**config.mk**
```make
export PLATFORM = sky130hd
export DESIGN_NAME = logic_gate_pipe
export DESIGN_NICKNAME = d
export VERILOG_FILES = /design/src/rtl/logic_gate_pipe.sv
export SDC_FILE = /design/constraint.sdc
export NUM_CORES = 1
export LEC_CHECK = 0
export CELL_PAD_IN_SITES_DETAIL_PLACEMENT = 0
export CELL_PAD_IN_SITES_GLOBAL_PLACEMENT = 1
export CORE_UTILIZATION = 38
export DETAILED_ROUTE_END_ITERATION = 8
export PLACE_DENSITY_LB_ADDON = 0.1
export SYNTH_ARGS = -nofsm -noshare
export SYNTH_HDL_FRONTEND = slang
export SYNTH_SLANG_ARGS = --single-unit
export TNS_END_PERCENT = 20
```
**constraint.sdc**
```tcl
create_clock -name clk -period 1.84 [get_ports clk]
set_input_delay 0.46 -clock clk [delete_from_list [all_inputs] [get_ports clk]]
set_output_delay 0.46 -clock clk [all_outputs]
set_load 0.01 [all_outputs]
```
**src/rtl/logic_gate_pipe.sv**
```systemverilog
// rtl/logic_gate_pipe.sv - two-stage valid/ready bitwise logic unit with result-change counter
module logic_gate_pipe #(
  parameter int WIDTH = 8,
  parameter int CNT_W = 16
) (
  input  logic             clk,
  input  logic             areset,
  input  logic             in_valid,
  output logic             in_ready,
  input  logic [WIDTH-1:0] in_1,
  input  logic [WIDTH-1:0] in_2,
  input  logic [2:0]       op_sel,
  output logic             out_valid,
  input  logic             out_ready,
  output logic [WIDTH-1:0] out_1,
  input  logic             cnt_clear,
  output logic [CNT_W-1:0] change_count
);

  localparam logic [CNT_W-1:0] CNT_MAX = {CNT_W{1'b1}};
  localparam logic [CNT_W-1:0] CNT_ONE = {{(CNT_W-1){1'b0}}, 1'b1};

  logic             s1_valid_q, s1_valid_d;
  logic [WIDTH-1:0] s1_a_q, s1_a_d;
  logic [WIDTH-1:0] s1_b_q, s1_b_d;
  logic [2:0]       s1_op_q, s1_op_d;
  logic             s2_valid_q, s2_valid_d;
  logic [WIDTH-1:0] out_q, out_d;
  logic [WIDTH-1:0] last_q, last_d;
  logic [CNT_W-1:0] cnt_q, cnt_d;

  logic             stall;
  logic             accept;
  logic             deliver;
  logic [WIDTH-1:0] result;

  assign stall        = s2_valid_q & ~out_ready;
  assign in_ready     = ~s1_valid_q | ~stall;
  assign accept       = in_valid & in_ready;
  assign deliver      = s2_valid_q & out_ready;
  assign out_valid    = s2_valid_q;
  assign out_1        = out_q;
  assign change_count = cnt_q;

  always_comb begin
    result = '0;
    case (s1_op_q)
      3'b000:  result = s1_a_q & s1_b_q;
      3'b001:  result = s1_a_q | s1_b_q;
      3'b010:  result = s1_a_q ^ s1_b_q;
      3'b011:  result = ~(s1_a_q & s1_b_q);
      3'b100:  result = ~(s1_a_q | s1_b_q);
      3'b101:  result = ~(s1_a_q ^ s1_b_q);
      3'b110:  result = s1_a_q & ~s1_b_q;
      default: result = s1_a_q;
    endcase
  end

  always_comb begin
    s1_valid_d = s1_valid_q;
    s1_a_d     = s1_a_q;
    s1_b_d     = s1_b_q;
    s1_op_d    = s1_op_q;
    s2_valid_d = s2_valid_q;
    out_d      = out_q;
    last_d     = last_q;
    cnt_d      = cnt_q;

    // Stage 1 may refill while stage 2 is stalled as long as it is empty.
    if (accept) begin
      s1_valid_d = 1'b1;
      s1_a_d     = in_1;
      s1_b_d     = in_2;
      s1_op_d    = op_sel;
    end else if (!stall) begin
      s1_valid_d = 1'b0;
    end

    if (!stall) begin
      s2_valid_d = s1_valid_q;
      if (s1_valid_q) begin
        out_d = result;
      end
    end

    if (deliver) begin
      last_d = out_q;
    end

    if (cnt_clear) begin
      cnt_d = '0;
    end else if (deliver && (out_q != last_q) && (cnt_q != CNT_MAX)) begin
      cnt_d = cnt_q + CNT_ONE;
    end
  end

  always_ff @(posedge clk or posedge areset) begin
    if (areset) begin
      s1_valid_q <= 1'b0;
      s1_a_q     <= '0;
      s1_b_q     <= '0;
      s1_op_q    <= '0;
      s2_valid_q <= 1'b0;
      out_q      <= '0;
      last_q     <= '0;
      cnt_q      <= '0;
    end else begin
      s1_valid_q <= s1_valid_d;
      s1_a_q     <= s1_a_d;
      s1_b_q     <= s1_b_d;
      s1_op_q    <= s1_op_d;
      s2_valid_q <= s2_valid_d;
      out_q      <= out_d;
      last_q     <= last_d;
      cnt_q      <= cnt_d;
    end
  end

endmodule
```
==> impl_metrics.yaml <==
run_status:
  status: "finished, violations left"
  violations: "negative setup slack"
worst_setup_path:
  path_cells: "ha_4 > nand4_1 > buf_6 > or3_1 > or4_1 > a21oi_2"
  cp-start-kind: "flip-flop"
  path_buf_inv: 1
  path_class: "reg2reg"
  worstPathArrival_ps: 2090
  rrSetupSlack_ps: -5
  crit_slowest_cell: "or4_1"
  worst_path_dominant_cell_family: "simple AND/OR/NAND/NOR gates"
  worstPathMaxFanout: 4
  slowest_delay_ps: 430
  critPathCaptureType: "flip-flop"
  cp.required_ps: 2080
cts:
  worstSkewPairLatency_ps: 320
  ctsRootBufferMaster: "clkbuf_8"
  clock-sinks: 53
  cts_tree: "yes"
  max-clock-path-buffers: 2
  cts_made_buffers: 5
  cts_hold_buf: 0
  cts_max_level: 2
  cts.clk_slew.worst_paths_ps: 100
placement:
  place_area_sq_um: 4340
  placedCellCount: 514
  dp_hpwl_um: 5770
  gp_congestion: 0.755
  numPortBuffers: 49
drt:
  drt-pass1-iter-count: 4
  postRouteAntennaNets: 0
  drt_iter0_markers: 129
  routed-via-count: 2789
  wire_per_inst_um: 15.6
  drc: 0
  finalWirelength_um: 8240
  vias_per_cell: 5.29
floorplanning:
  dieArea_sq_um: 9100
  num_io_pins: 50
  dieHeight_um: 95.4
  die-width_um: 95.4
  start_util_pct: 39.7
  core_area_sq_um: 8340
  placementRows: 33
timing:
  grt_setup_unrepaired: "true"
  tightest_slew_ps: 453
  fin_crit_sh_pct: 100
  slew_headroom_pct: 69.8
  clock_skew_ps: 10.2
  fin_hold_ws_ps: 372
  timing.final.ws_setup_ps: -5.45
  clock.fmax_mhz: 542
  slew_viol_final: 0
  finalHoldViolations: 0
  setup_viol: 1
  fin_crit_ps: 1850
  final.setup.tns_ps: -5.45
pwr:
  comb_power_share_pct: 39.3
  p_per_area_nw_per_um2: 847
  p_switching_w: 0.00132
  clkPwrFrac_pct: 21.7
  sequentialPowerShare_pct: 39.0
  swShare_pct: 33.3
  vdd_drop_max_uv: 338
  p_int_w: 0.00265
  p_leak_nw: 2.24
layout:
  instances_no_fill: 527
  nets: 470
  n_fill_cell: 745
  antennaDiodeCount: 0
  final_area_sq_um: 4680
  drive_above_1_share_pct: 33.9
  multiInputGateArea_sq_um: 2000
  register_area_sq_um: 1330
  areaGrowthSynthToFinish_pct: 41.4
synthesis:
  yosysUniqueCellTypes: 41
  syn_inst: 322
  yosysMostFrequentCell: "dfrtp_1"
  syn_avg_cell_area_sq_um: 10.3
  synth_edf_count: 0
  synth_area_leaders: "dfrtp_1 40%, mux2_2 12%, ha_1 9.4%"
  synth_area_sq_um: 3310
  ys_seq_area_share_pct: 40.0
  async_flop_share_pct: 100
  synthesis.nets: 371
  synthFlopType: "dfrtp_1"
  yosys-top-cells-count: "53 x dfrtp_1, 35 x mux2_2, 29 x a21oi_1"
  yosysTopAreaCell: "dfrtp_1"
  synth_seq_cells: 53
  yosysWarnings: 0
  synth_top_area_share_pct: 40.0
global_routing:
  grt_pass1_wl_um: 13300
  globalRoute.totalOverflow: 0
  grt_pass1_vias: 2664
  grt_usage_pct: 19.0
  antenna_found_initial: 0
  grt_max_degree: 29
worst_hold_path:
  hold_class: "in2async"
job:
  cap_violations: 0
[sequential cells by signal, summed over array words and instances (netlist names)]
register,count
s1_op_q,3
out_valid,1
last_q,8
s1_b_q,8
out_1,8
change_count,16
s1_a_q,8
s1_valid_q,1
[stage by stage]
step | util, % | setup slack, ps | power [W]
after floorplan | - | -21.7 | 0.00235
after global routing | 56.2 | -63.4 | 0.00425
final | 56.2 | -5.45 | 0.00397
after CTS | 53.7 | -22.8 | 0.00384
after global placement | 52.1 | -244 | 0.00292
after detailed placement | 52.1 | -295 | 0.00296
[power by group through the flow]
stage	Sequential, W	Combinational [W]	Clock [W]
after floorplan	0.00157	0.000775	0
after global placement	0.00155	0.00138	0
after detailed placement	0.00156	0.00140	0
after CTS	0.00153	0.00141	0.000899
after global routing	0.00158	0.00173	0.000940
final	0.00155	0.00156	0.000860
[final cells by class]
class	count	share of cell area, %
multi-input combinational	234	42.8
sequential	53	28.4
timing repair buffer	107	21.8
tap	105	2.81
clock buffer	6	1.76
inverter	20	1.60
clock inverter	2	0.801
[placed cells by master (no fill, tap or decap), types with 7 or more instances in the layout]
master and instances:
dfrtp_1 49, dlymetal6s2s_1 11, inv_1 17, mux2_2 35, clkdlybuf4s50_1 30, nand3_1 10
a21oi_1 23, dlygate4sd2_1 7, buf_4 50, nor2_1 11, o31ai_1 16, nand2_1 22
a221oi_1 7, ha_1 23, or4_1 9, a22oi_1 7, o22a_1 7
[routing by layer]
metal	share of wire (%)	GRT usage, %	vias to the layer above
li1	-	-	1388
met1	51	28.6	1333
met4	0.92	5.22	0
met3	4.2	2.95	6
met2	44	27.9	62
met5	0	0	-
[cell families after synthesis]
group                    count (synthesis)  synth area share (%)
XOR/XNOR                                 8                  2.11
multiplexers                            37                  12.9
buffers and inverters                   37                  4.95
AO/OA/AOI/OAI                           75                  15.3
AND/OR/NAND/NOR                         87                  15.3
adder cells (fa/ha/maj)                 25                  9.44
flip-flops                              53                  40.0
[path summary, 6_finish.rpt]
| kind | from | endpoint | cells after the start |
|---|---|---|---|
| setup / recovery | change_count[0]$_DFFE_PP0P_ | change_count[10]$_DFFE_PP0P_ | 6 |
| setup reg to reg | change_count[0]$_DFFE_PP0P_ | change_count[10]$_DFFE_PP0P_ | 6 |
| hold reg to reg | s1_valid_q$_DFFE_PP0P_ | out_valid$_DFFE_PP0P_ | 1 |
| hold / removal | areset | out_1[3]$_DFFE_PP0P_ | 2 |
| min in group clk | s1_valid_q$_DFFE_PP0P_ | out_valid$_DFFE_PP0P_ | 1 |
| max in group asynchronous | areset | out_1[0]$_DFFE_PP0P_ | 3 |
[what timing repair did]
item	4_1_cts	5_1_grt
gates resized for setup	15	40
setup buffers	0	3
gates cloned	0	2
pin swaps	5	14
endpoints found under the setup margin	18	30
Note: power is estimated with default switching activity, not from simulation.
